**src/rtl/nbit_ripple_carry_adder_pkg.sv**
```systemverilog
// Shared constants for the ripple-carry adder/subtractor slice.
// Optional overflow flag is enabled by defining RCA_OVERFLOW_EN.
package nbit_ripple_carry_adder_pkg;

    // Default operand width used by the top and the interface.
    localparam int unsigned RCA_DEFAULT_BITS = 8;

    // Operation select encoding carried on sgn_op2.
    localparam logic RCA_OP_ADD = 1'b0;
    localparam logic RCA_OP_SUB = 1'b1;

endpackage

```
**src/rtl/nbit_ripple_carry_adder_if.sv**
```systemverilog
// Operand/result bundle between a datapath master and the adder.
// ovf_o is present only when RCA_OVERFLOW_EN is defined.
interface nbit_ripple_carry_adder_if
    import nbit_ripple_carry_adder_pkg::*;
#(
    parameter int unsigned BIT_NUM = RCA_DEFAULT_BITS
);

    logic [BIT_NUM-1:0] op1;
    logic [BIT_NUM-1:0] op2;
    logic               sgn_op2;
    logic [BIT_NUM-1:0] sum;
    logic               carry_o;
`ifdef RCA_OVERFLOW_EN
    logic               ovf_o;
`endif

    modport master (
        output op1,
        output op2,
        output sgn_op2,
`ifdef RCA_OVERFLOW_EN
        input  ovf_o,
`endif
        input  sum,
        input  carry_o
    );

    modport slave (
        input  op1,
        input  op2,
        input  sgn_op2,
`ifdef RCA_OVERFLOW_EN
        output ovf_o,
`endif
        output sum,
        output carry_o
    );

endinterface

```
**src/rtl/nbit_ripple_carry_adder_full_adder.sv**
```systemverilog
// Single-bit full adder cell, chained by the top into a ripple carry.
// Not affected by RCA_OVERFLOW_EN.
module full_adder (
    input  logic a,
    input  logic b,
    input  logic c_in,
    output logic s,
    output logic c_out
);

    logic p;

    assign p     = a ^ b;
    assign s     = p ^ c_in;
    assign c_out = (a & b) | (c_in & p);

endmodule

```
**src/rtl/nbit_ripple_carry_adder.sv**
```systemverilog
// N-bit ripple-carry adder/subtractor with one registered result stage.
// Define RCA_OVERFLOW_EN to add the registered signed-overflow flag ovf_o.
module nbit_ripple_carry_adder
    import nbit_ripple_carry_adder_pkg::*;
#(
    parameter int unsigned BIT_NUM = RCA_DEFAULT_BITS
) (
    input  logic                        clk_i,
    input  logic                        arst_i,
    nbit_ripple_carry_adder_if.slave    bus
);

    logic [BIT_NUM-1:0] b_eff;
    logic [BIT_NUM:0]   c;
    logic [BIT_NUM-1:0] s;

    logic [BIT_NUM-1:0] sum_d;
    logic [BIT_NUM-1:0] sum_q;
    logic               carry_d;
    logic               carry_q;

    // Subtraction is a + ~b + 1: invert b and seed the chain with 1.
    assign b_eff = bus.op2 ^ {BIT_NUM{bus.sgn_op2}};
    assign c[0]  = bus.sgn_op2;

    for (genvar i = 0; i < BIT_NUM; i++) begin : g_stage
        full_adder u_fa (
            .a     (bus.op1[i]),
            .b     (b_eff[i]),
            .c_in  (c[i]),
            .s     (s[i]),
            .c_out (c[i+1])
        );
    end

    assign sum_d   = s;
    assign carry_d = c[BIT_NUM];

    // Capture sum and carry each cycle; async reset clears them at once.
    always_ff @(posedge clk_i or posedge arst_i) begin
        if (arst_i) begin
            sum_q   <= '0;
            carry_q <= 1'b0;
        end else begin
            sum_q   <= sum_d;
            carry_q <= carry_d;
        end
    end

    assign bus.sum     = sum_q;
    assign bus.carry_o = carry_q;

`ifdef RCA_OVERFLOW_EN
    logic ovf_d;
    logic ovf_q;

    // Signed overflow: carry into the MSB differs from carry out of it.
    assign ovf_d = c[BIT_NUM] ^ c[BIT_NUM-1];

    // Overflow flag registered alongside the sum.
    always_ff @(posedge clk_i or posedge arst_i) begin
        if (arst_i) begin
            ovf_q <= 1'b0;
        end else begin
            ovf_q <= ovf_d;
        end
    end

    assign bus.ovf_o = ovf_q;
`endif

endmodule

```
**src/flat_wrapper.sv**
```systemverilog
// flat-port wrapper written by rule: the top's interface ports become plain ports
module nbit_ripple_carry_adder_flat import nbit_ripple_carry_adder_pkg::*;
#(
    parameter int unsigned BIT_NUM = RCA_DEFAULT_BITS
)
  (clk_i, arst_i, bus_op1, bus_op2, bus_sgn_op2, bus_sum, bus_carry_o);
  nbit_ripple_carry_adder_if #(.BIT_NUM(BIT_NUM)) bus_i ();
  input  logic clk_i;
  input  logic arst_i;
  input wire logic [$bits(bus_i.op1)-1:0] bus_op1;
  input wire logic [$bits(bus_i.op2)-1:0] bus_op2;
  input wire logic [$bits(bus_i.sgn_op2)-1:0] bus_sgn_op2;
  output wire logic [$bits(bus_i.sum)-1:0] bus_sum;
  output wire logic [$bits(bus_i.carry_o)-1:0] bus_carry_o;
  assign bus_i.op1 = bus_op1;
  assign bus_i.op2 = bus_op2;
  assign bus_i.sgn_op2 = bus_sgn_op2;
  assign bus_sum = bus_i.sum;
  assign bus_carry_o = bus_i.carry_o;
  nbit_ripple_carry_adder #(.BIT_NUM(BIT_NUM)) u_core (.clk_i(clk_i), .arst_i(arst_i), .bus(bus_i));
endmodule
```
**config.mk**
```make
export PLATFORM = sky130hd
export DESIGN_NAME = nbit_ripple_carry_adder_flat
export DESIGN_NICKNAME = d
export VERILOG_FILES = /design/src/rtl/nbit_ripple_carry_adder_pkg.sv /design/src/rtl/nbit_ripple_carry_adder_if.sv /design/src/rtl/nbit_ripple_carry_adder_full_adder.sv /design/src/rtl/nbit_ripple_carry_adder.sv /design/src/flat_wrapper.sv
export SDC_FILE = /design/constraint.sdc
export NUM_CORES = 1
export LEC_CHECK = 0
export ABC_AREA = 1
export CORE_UTILIZATION = 41
export DETAILED_ROUTE_END_ITERATION = 10
export PLACE_DENSITY = 0.86
export SLEW_MARGIN = 40
export SYNTH_ARGS = -nofsm -noshare
export SYNTH_HDL_FRONTEND = slang
export SYNTH_SLANG_ARGS = --single-unit
```
**constraint.sdc**
```tcl
create_clock -name clk_i -period 0.8 [get_ports clk_i]
set_input_delay 0.16 -clock clk_i [delete_from_list [all_inputs] [get_ports clk_i]]
set_output_delay 0.16 -clock clk_i [all_outputs]
set_load 0.05 [all_outputs]
```
**Word level (Yosys, flattened, before mapping)**

Cells that the tools add are included.

- Register bits after elaboration: 9
- Output and inout port bits: 9

- Bitwise operators: 41

Operators by type and width:

| operator | number |
|---|---|
| $and A1 B1 Y1 | 16 |
| $xor A1 B1 Y1 | 16 |
| $or A1 B1 Y1 | 8 |
| $xor A8 B8 Y8 | 1 |

**Logic depth before layout (Yosys ltp)**

Gate-level depths: netlist of the first run.

- Depth after elaboration: 18
- Mapped depth: 12
- Depth with buffers taken out: 11

**Hierarchy**

A second synthesis of the first run with hierarchy kept.

- Cells, all modules: 52
- Area total of the unflattened synthesis: 524.3 um^2

By module, submodules not included:

| module | instances | cells an instance | area each (um^2) |
|---|---|---|---|
| nbit_ripple_carry_adder | 1 | 44 | 364.1 |
| full_adder | 8 | 1 | 20.0 |

**Worst setup path after synthesis of the first run**

Ideal clock, no wire load.

- Path kind: input to register
- From: input bus_sgn_op2
- To: register u_core.sum_q[7] (netlist: u_core.bus.sum[7])
- Slack: -2486 ps
- Stages: 12
- Path buffers: 1
- Arrival: 3150 ps
- Cells stage by stage: buf_6 inv_2 nand2_1 nand2_1 fa_1 fa_1 fa_1 fa_1 fa_1 fa_1 inv_1 fa_1

- Longest elaborated chain between the ends: 17

Ends and longest elaborated chain:

| what | line | text |
|---|---|---|
| start: declaration | flat_wrapper.sv:12 | `input wire logic [$bits(bus_i.sgn_op2)-1:0] bus_sgn_op2;` |
| $xor A8 B8 Y8 | nbit_ripple_carry_adder.sv:23 | `assign b_eff = bus.op2 ^ {BIT_NUM{bus.sgn_op2}};` |
| $xor A1 B1 Y1 | nbit_ripple_carry_adder_full_adder.sv:13 | `assign p = a ^ b;` |
| $and A1 B1 Y1 | nbit_ripple_carry_adder_full_adder.sv:15 | `assign c_out = (a & b) \| (c_in & p);` |
| $or A1 B1 Y1 | nbit_ripple_carry_adder_full_adder.sv:15 |  |
| $and A1 B1 Y1 | nbit_ripple_carry_adder_full_adder.sv:15 |  |
| $or A1 B1 Y1 | nbit_ripple_carry_adder_full_adder.sv:15 |  |
| $and A1 B1 Y1 | nbit_ripple_carry_adder_full_adder.sv:15 |  |
| $or A1 B1 Y1 | nbit_ripple_carry_adder_full_adder.sv:15 |  |
| [... 2 more ...] | - |  |
| $and A1 B1 Y1 | nbit_ripple_carry_adder_full_adder.sv:15 |  |
| $or A1 B1 Y1 | nbit_ripple_carry_adder_full_adder.sv:15 |  |
| $and A1 B1 Y1 | nbit_ripple_carry_adder_full_adder.sv:15 |  |
| $or A1 B1 Y1 | nbit_ripple_carry_adder_full_adder.sv:15 |  |
| $and A1 B1 Y1 | nbit_ripple_carry_adder_full_adder.sv:15 |  |
| $or A1 B1 Y1 | nbit_ripple_carry_adder_full_adder.sv:15 |  |
| $xor A1 B1 Y1 * | nbit_ripple_carry_adder_full_adder.sv:14 | `assign s = p ^ c_in;` |
| net u_core.g_stage[7].u_fa.s | nbit_ripple_carry_adder_full_adder.sv:7 | `output logic s,` |
| end signal: assignment | nbit_ripple_carry_adder.sv:45 | `sum_q <= sum_d;` |
| end: declaration | nbit_ripple_carry_adder.sv:18 | `logic [BIT_NUM-1:0] sum_q;` |

The timed path passes the listed nets; every way through them passes the cells marked *.

**Final worst setup path of the first run**

Ends and elaborated chain as after synthesis.

==> results of run 1 <==
## state kept, by name (all words and copies together), names as in the netlist
register	count
u_core.bus.sum	8
u_core.bus.carry_o	1
## synthesized netlist by cell type
library cell	instances
buf_6	1
nand2_1	26
inv_1	23
dfrtp_1	9
inv_2	1
fa_1	7
## through the flow
stage / cell area (um2) / setup TNS [ns]
6_report: 1056 / -10.53
5_1_grt: 1056 / -10.98
4_1_cts: 1025 / -11.28
3_5_place_dp: 967.2 / -15.74
3_3_place_gp: 967.2 / -15.05
2_1_floorplan: 588.1 / -10.91
## worst max-delay path by stage
stage | cells past startpoint | slack [ns] | start | to
floorplan | 12 | -2.23 | bus_sgn_op2 | u_core.bus.sum[7]$_DFF_PP0_
global placement | 12 | -2.74 | bus_sgn_op2 | u_core.bus.sum[7]$_DFF_PP0_
detailed placement | 12 | -2.85 | bus_sgn_op2 | u_core.bus.sum[7]$_DFF_PP0_
CTS | 12 | -2.17 | bus_sgn_op2 | u_core.bus.sum[7]$_DFF_PP0_
global route | 12 | -2.06 | bus_sgn_op2 | u_core.bus.sum[7]$_DFF_PP0_
finish | 12 | -2.01 | bus_sgn_op2 | u_core.bus.sum[7]$_DFF_PP0_
## worst min-delay path: cells and delay by family
family / cells / cell delay, ns
buf+inv: 1 / 0.07
simple gates: 2 / 0.10
## layer usage
metal / GRT usage [%] / vias up
li1: - / 246
met1: 18.96 / 235
met2: 36.25 / 21
met3: 1.734 / 5
met4: 15.52 / 0
met5: 0 / -
## area by class of cell
type	count	area [um2]	share of cell area, %
multi-input combinational	33	282.8	26.78
sequential	9	225.2	21.33
timing repair buffer	31	404.1	38.27
clock inverter	1	5.005	0.4739
clock buffer	3	22.52	2.133
inverter	24	97.59	9.242
tap	15	18.77	1.777
## power groups by stage
stage          Combinational, mW  Sequential, mW  Clock (mW)
6_report                    1.13           0.631       0.346
5_1_grt                     1.20           0.637       0.376
4_1_cts                     1.11           0.634       0.356
3_5_place_dp                1.08           0.642           0
3_3_place_gp                1.04           0.636           0
2_1_floorplan              0.186           0.929           0
## kinds of logic after synthesis
kind of cell / synth area share (%)
adder cells (fa/ha/maj): 24.83
AND/OR/NAND/NOR: 17.29
flip-flops: 39.91
buffers and inverters: 17.96
## repair_timing
item,4_1_cts,5_1_grt
cloned,0,0
setup buffers,2,0
setup endpoints to repair,17,17
endpoints found under the hold margin,0,0
pin swaps,11,9
resized for setup,37,13
==> results.yml, run 1 <==
run_status:
  status: "finished, violations left"
  violations: "setup timing"
timing:
  maxSlewViolCount: 0
  setup_violations: 16
  max_freq_ghz: 0.3558
  max_slew_margin_pct: 78.66
  finalCritPeriodShare_pct: 351.3
  fin_ws_ns: -2.011
  rsz0062_at_grt: "yes"
  worst_hold_slack_ns: 0.1014
  hold_viol_final: 0
  worst_pin_slew_ns: 0.3197
  period_needed_ns: 2.811
critical_path:
  crit_path_start_kind: "primary input"
  criticalPathCategory: "primary input to flip-flop"
  path_buf_inv: 3
  cp_max_fo: 3
  cp.arrival_ns: 2.95
  path_cells: "buf_12, inv_6, nand2_4, nand2_4, fa_2, fa_2, fa_2, fa_2, fa_2, fa_2, inv_2, fa_1"
  cpMostUsedCell: "fa_2"
  required_ns: 0.94
  crit_family: "adder cells"
  critPathSlowestCell: "fa_1"
  end_kind: "flip-flop"
  max_stage_delay_ns: 0.40
drt:
  firstDrtPassIters: 2
  routedWlPerCell_um: 10.02
  highest_layer: "met4"
  via_count: 507
  wl_met1_um: 425
  drt_wl_total_mm: 1.162
  ant_nets: 0
  drc: 0
  drt_iter0_drc: 8
  met2_length_um: 650
  drt-vias-per-instance: 4.371
  wl_met3_um: 46
yosys:
  synth_area_per_cell_um2: 8.422
  netlist_instances: 67
  yosysSeqAreaShare_pct: 39.91
  synth_nets: 93
  synthTopCellsByArea: "dfrtp_1 40%, fa_1 25%, nand2_1 17%"
  ys_ff_latch: 9
  syn_area_um2: 564.3
  synth_cell_types: 6
  yosysWarnings: 0
  synth_top_area_share_pct: 39.91
  yosys.area.top_type: "dfrtp_1"
pwr:
  ir_worst_vdd_uv: 1034
  comb_power_share_pct: 53.7
  p_seq_share_pct: 29.9
  power_density_nw_per_um2: 1997
  clkPwrFrac_pct: 16.4
  sw_frac_of_total_pct: 38.25
  switchingPower_mw: 0.8064
  internal_power_mw: 1.302
  p_leak_nw: 0.5723
  fin_total_pwr_mw: 2.108
placement:
  gp_congestion: 0.6387
  hpwl_mm: 1.030
  place_inst: 110
  place_ws_ns: -2.849
  io_buffers: 27
layout:
  fin_util_pct: 82.18
  stdcell_count: 116
  diodes: 0
  finalNetCount: 128
  fillers: 73
  syn2layout_area_growth_pct: 87.14
  drive_above_1_share_pct: 45.54
  final_cell_mix: "20 x nand2_1, 12 x inv_1, 11 x clkdlybuf4s50_1, 10 x inv_2, 10 x buf_12"
  mostFrequentLayoutCell: "nand2_1"
flow_run:
  maxCapViolations: 0
clock_network:
  htree_levels: 1
  cts_tree: "built"
  hold_buffers: 0
  cts.path.max_buffers: 2
  cts_root_buffer: "clkbuf_4"
  cts_sinks: 9
  clkTransAtPathRegs_ns: 0.06
  cts_buffers: 3
global_route:
  grt_pass1_wl_mm: 1.814
  antenna_found_initial: 0
  track_usage_pct: 19.44
  grt_pass1_vias: 465
  gr-total-overflow: 0
  grt_start_max_net_pins: 10
min_path:
  whs_endpoint: "u_core.bus.sum[0]$_DFF_PP0_"
  whs_path_depth: 3
  hold_class: "primary input to flip-flop"
  holdCritStartpoint: "bus_op1[0]"
floorplan:
  rows: 13
  die_x_um: 39.10
  core_area_um2: 1285
  die_y_um: 39.10
  die-area_um2: 1529
  io_pins: 28
  start_util_pct: 43.91
(Power assumes the default switching activity.)
==> run 2: changes to the inputs <==
PLACE_DENSITY = 0.9   (was 0.86)
SKIP_LAST_GASP = 1   (was unset)
==> run 2 against run 1 <==
Net effect:
- the flow still finishes with violations (setup timing)
- worst setup slack worse by 0.077 ns
- non-clock buffer count did not move
- hold slack improved by 0.014 ns
- critical endpoint unchanged
- die area stayed put
- largest power group unchanged
- combinational power up 4%
- total power up 1.6%
- clock power barely moved
- via count rose by 3.7%
- design area rose by 0.95%
- sequential cell count is the same
- fmax is 2.7% lower
==> results.yml, run 2 (synthesis gave the netlist of run 1 again) <==
run_status:
  status: "finished, violations left"
  violations: "setup timing"
floorplan:
  io_pins: 28
  die_y_um: 39.10
  start_util_pct: 43.91
  die-area_um2: 1529
  rows: 13
  core_area_um2: 1285
  die_x_um: 39.10
drt:
  ant_nets: 0
  via_count: 526
  drt_wl_total_mm: 1.524
  drt-vias-per-instance: 4.534
  drt_iter0_drc: 8
  drc: 0
  routedWlPerCell_um: 13.14
  firstDrtPassIters: 5
min_path:
  holdCritStartpoint: "bus_op1[0]"
  hold_class: "primary input to flip-flop"
global_route:
  grt_pass1_vias: 487
  grt_pass1_wl_mm: 2.132
  track_usage_pct: 22.86
  grt_start_max_net_pins: 10
  gr-total-overflow: 0
  antenna_found_initial: 0
timing:
  fin_ws_ns: -2.088
  hold_viol_final: 0
  period_needed_ns: 2.888
  maxSlewViolCount: 0
  rsz0062_at_grt: "yes"
  setup_violations: 17
  finalCritPeriodShare_pct: 361.0
  max_slew_margin_pct: 78.07
  worst_pin_slew_ns: 0.3286
  worst_hold_slack_ns: 0.1153
  max_freq_ghz: 0.3463
clock_network:
  cts.path.max_buffers: 2
  clkTransAtPathRegs_ns: 0.06
  cts_sinks: 9
  htree_levels: 1
  hold_buffers: 0
  cts_root_buffer: "clkbuf_4"
  cts_tree: "built"
  cts_buffers: 3
pwr:
  p_leak_nw: 0.5745
  power_density_nw_per_um2: 2010
  ir_worst_vdd_uv: 983.6
layout:
  largest_register_ffs: 8
  drive_above_1_share_pct: 42.57
  syn2layout_area_growth_pct: 88.91
  mostFrequentLayoutCell: "nand2_1"
  diodes: 0
  final_cell_mix: "20 x nand2_1, 13 x inv_1, 12 x clkdlybuf4s50_1, 9 x buf_12, 9 x dfrtp_1"
  finalNetCount: 128
placement:
  hpwl_mm: 1.104
  place_ws_ns: -2.853
  io_buffers: 27
  gp_congestion: 0.7313
critical_path:
  cp-startpoint: "bus_sgn_op2"
  cp_max_fo: 3
  crit_path_start_kind: "primary input"
  required_ns: 0.93
  cp.arrival_ns: 3.02
  criticalPathCategory: "primary input to flip-flop"
  end_kind: "flip-flop"
flow_run:
  maxCapViolations: 0
run 2: worst paths after layout:
kind                                           endpoint  cells after the start
setup / recovery            u_core.bus.sum[7]$_DFF_PP0_                     12
min in group asynchronous   u_core.bus.sum[3]$_DFF_PP0_                      2
max in group asynchronous  u_core.bus.carry_o$_DFF_PP0_                      2
hold / removal              u_core.bus.sum[0]$_DFF_PP0_                      3
run 2: per-layer routing:
layer	track usage (%)	up-vias	part of all wire (%)
li1	-	246	-
met1	24.54	242	36
met2	40.00	30	53
met3	6.936	8	7.1
met4	11.21	0	3.6
met5	0	-	0
run 2: what timing repair did:
| action | in CTS | in global routing |
|---|---|---|
| pin swaps | 11 | 9 |
| endpoints found under the setup margin | 17 | 17 |
| resized for setup | 37 | 10 |
| cloned | 0 | 0 |
| buffers inserted | 2 | 0 |
run 2: report_power, final:
| part | switching (mW) | total (mW) | internal, mW |
|---|---|---|---|
| registers | 0.0774 | 0.629 | 0.552 |
| clock network | 0.153 | 0.345 | 0.192 |
| logic | 0.591 | 1.17 | 0.578 |
run 2: final cells by class:
class,count,area (um2)
Inverter,24,100.1
Sequential cell,9,225.2
Fill cell,71,219.0
Clock buffer,4,26.28
Timing Repair Buffer,31,407.9
Tap cell,15,18.77
Multi-Input combinational cell,33,287.8
run 2: worst max-delay path, cell delays in order:
cell,delay [ns]
buf_8,0.09
inv_6,0.04
nand2_4,0.04
nand2_2,0.06
fa_2,0.40
fa_2,0.35
fa_2,0.35
fa_2,0.36
fa_2,0.36
fa_2,0.34
inv_2,0.06
fa_1,0.40
run 2: through the flow:
stage | cell area (um2) | power [mW] | utilization, % | instances | TNS [ns]
finish | 1066 | 2.142 | 82.96 | 116 | -11.02
global route | 1066 | 2.243 | 82.96 | 116 | -11.42
global placement | 967.2 | 1.675 | 75.27 | 110 | -15.17
floorplan | 588.1 | 1.115 | - | 67 | -10.91
CTS | 1044 | 2.133 | 81.21 | 116 | -11.89
detailed placement | 967.2 | 1.724 | 75.27 | 110 | -15.66
==> run 3: changes to the inputs <==
CORE_MARGIN = 1   (was unset)
TNS_END_PERCENT = 10   (was unset)
==> run 3 against run 2 <==
Net effect:
- the flow still finishes with violations (setup timing)
- clock-buffer cell count is the same
- combinational power decreased by 5%
- sequential cell count unchanged
- worst setup slack better by 0.053 ns
- die area stayed put
- sequential power is essentially flat
- non-clock buffer count did not move
- clock power about the same
==> results.yml, run 3 (synthesis gave the netlist of run 1 again) <==
flow_run:
  maxCapViolations: 0
run_status:
  violations: "setup timing"
  status: "finished, violations left"
floorplan:
  die_y_um: 39.10
  die_x_um: 39.10
  die-area_um2: 1529
  start_util_pct: 43.91
  io_pins: 28
  rows: 13
  core_area_um2: 1285
global_route:
  gr-total-overflow: 0
  antenna_found_initial: 0
  grt_pass1_vias: 572
  grt_pass1_wl_mm: 2.318
  track_usage_pct: 23.60
  grt_start_max_net_pins: 10
clock_network:
  clkTransAtPathRegs_ns: 0.06
  cts_sinks: 9
  cts.path.max_buffers: 2
  hold_buffers: 0
  cts_buffers: 3
  cts_tree: "built"
  cts_root_buffer: "clkbuf_4"
  htree_levels: 1
placement:
  hpwl_mm: 1.030
  place_inst: 110
  io_buffers: 27
  gp_congestion: 0.7584
pwr:
  clkPwrFrac_pct: 16.6
  sw_frac_of_total_pct: 38.03
  p_leak_nw: 0.5525
  power_density_nw_per_um2: 2045
  switchingPower_mw: 0.7919
  comb_power_share_pct: 53.3
  p_seq_share_pct: 30.1
  ir_worst_vdd_uv: 997.6
  fin_total_pwr_mw: 2.082
  internal_power_mw: 1.290
layout:
  drive_above_1_share_pct: 35.64
  stdcell_count: 116
  multi_input_area_um2: 262.8
  diodes: 0
  regArea_um2: 225.2
  syn2layout_area_growth_pct: 80.49
  mostFrequentLayoutCell: "nand2_1"
  largest_register_ffs: 8
  final_cell_mix: "22 x nand2_1, 19 x inv_1, 12 x clkdlybuf4s50_1, 9 x buf_12, 9 x dfrtp_1"
  fillers: 75
  finalNetCount: 128
min_path:
  hold_class: "primary input to flip-flop"
  whs_path_depth: 3
drt:
  routedWlPerCell_um: 12.47
  drt_wl_total_mm: 1.446
  drc: 0
  firstDrtPassIters: 4
  via_count: 532
  ant_nets: 0
  drt_iter0_drc: 7
  drt-vias-per-instance: 4.586
timing:
  max_freq_ghz: 0.3527
  maxSlewViolCount: 0
  worst_pin_slew_ns: 0.3135
  tns_ns: -10.69
  period_needed_ns: 2.835
  fin_ws_ns: -2.035
  finalCritPeriodShare_pct: 354.4
  setup_violations: 17
  worst_hold_slack_ns: 0.1402
  rsz0062_at_grt: "yes"
  hold_viol_final: 0
  max_slew_margin_pct: 79.08
critical_path:
  max_stage_delay_ns: 0.40
  cpMostUsedCell: "fa_2"
  criticalPathCategory: "primary input to flip-flop"
  end_kind: "flip-flop"
  critPathSlowestCell: "fa_1"
  cp.arrival_ns: 2.97
  crit_path_start_kind: "primary input"
  cp_max_fo: 3
  required_ns: 0.93
  path_cells: "buf_8, inv_4, nand2_2, nand2_2, fa_2, fa_2, fa_2, fa_2, fa_2, fa_2, inv_2, fa_1"
[run 3: cell types whose count changed in the layout (fill, tap and decap cells not counted), sizes merged]
cell,previous run,this run
dlymetal6s2s,1,0
buf,17,18
[run 3: final cells by class]
class,instances,share of cell area [%]
timing repair buffer,31,38.57
multi-input combinational,33,25.80
sequential,9,22.11
inverter,24,9.091
clock buffer,4,2.580
tap,15,1.843
[run 3: final timing paths]
| kind | to | slack (ns) | from |
|---|---|---|---|
| setup / recovery | u_core.bus.sum[7]$_DFF_PP0_ | -2.04 | bus_sgn_op2 |
| hold / removal | u_core.bus.sum[0]$_DFF_PP0_ | 0.14 | bus_op1[0] |
| max in group asynchronous | u_core.bus.sum[4]$_DFF_PP0_ | 0.41 | arst_i |
| min in group asynchronous | u_core.bus.sum[3]$_DFF_PP0_ | 0.16 | arst_i |
[run 3: worst max-delay path: cells and delay by family]
family | cells | cell delay (ns)
fa+ha+maj | 7 | 2.49
buf+inv | 3 | 0.18
simple gates | 2 | 0.14
[run 3: metrics by stage]
stage | utilization [%] | setup WS, ns | instance area, um2
2_1_floorplan | - | -2.280 | 576.8
3_3_place_gp | 74.68 | -2.740 | 959.7
3_5_place_dp | 74.68 | -2.824 | 959.7
4_1_cts | 79.26 | -2.210 | 1018
5_1_grt | 79.26 | -2.098 | 1018
6_report | 79.26 | -2.035 | 1018
[run 3: power groups by stage]
| stage | Combinational [mW] | Clock (mW) | Sequential (mW) |
|---|---|---|---|
| finish | 1.11 | 0.345 | 0.628 |
| global route | 1.17 | 0.389 | 0.635 |
| CTS | 1.10 | 0.350 | 0.630 |
| detailed placement | 1.07 | 0 | 0.639 |
| global placement | 1.03 | 0 | 0.634 |
| floorplan | 0.176 | 0 | 0.929 |
[run 3: metal layers]
layer / up-vias / wire, um / GRT usage (%)
met2: 30 / 759 / 40.83
met3: 11 / 85 / 7.514
met5: - / 0 / 0
met1: 248 / 531 / 23.44
li1: 243 / - / -
met4: 0 / 69 / 16.38
[run 3: repair_timing]
item                                   4_1_cts  5_1_grt
pin swaps                                   12        5
setup endpoints to repair                   17       17
gates resized for setup                     37        0
endpoints found under the hold margin        0        0
buffers inserted                             2        0
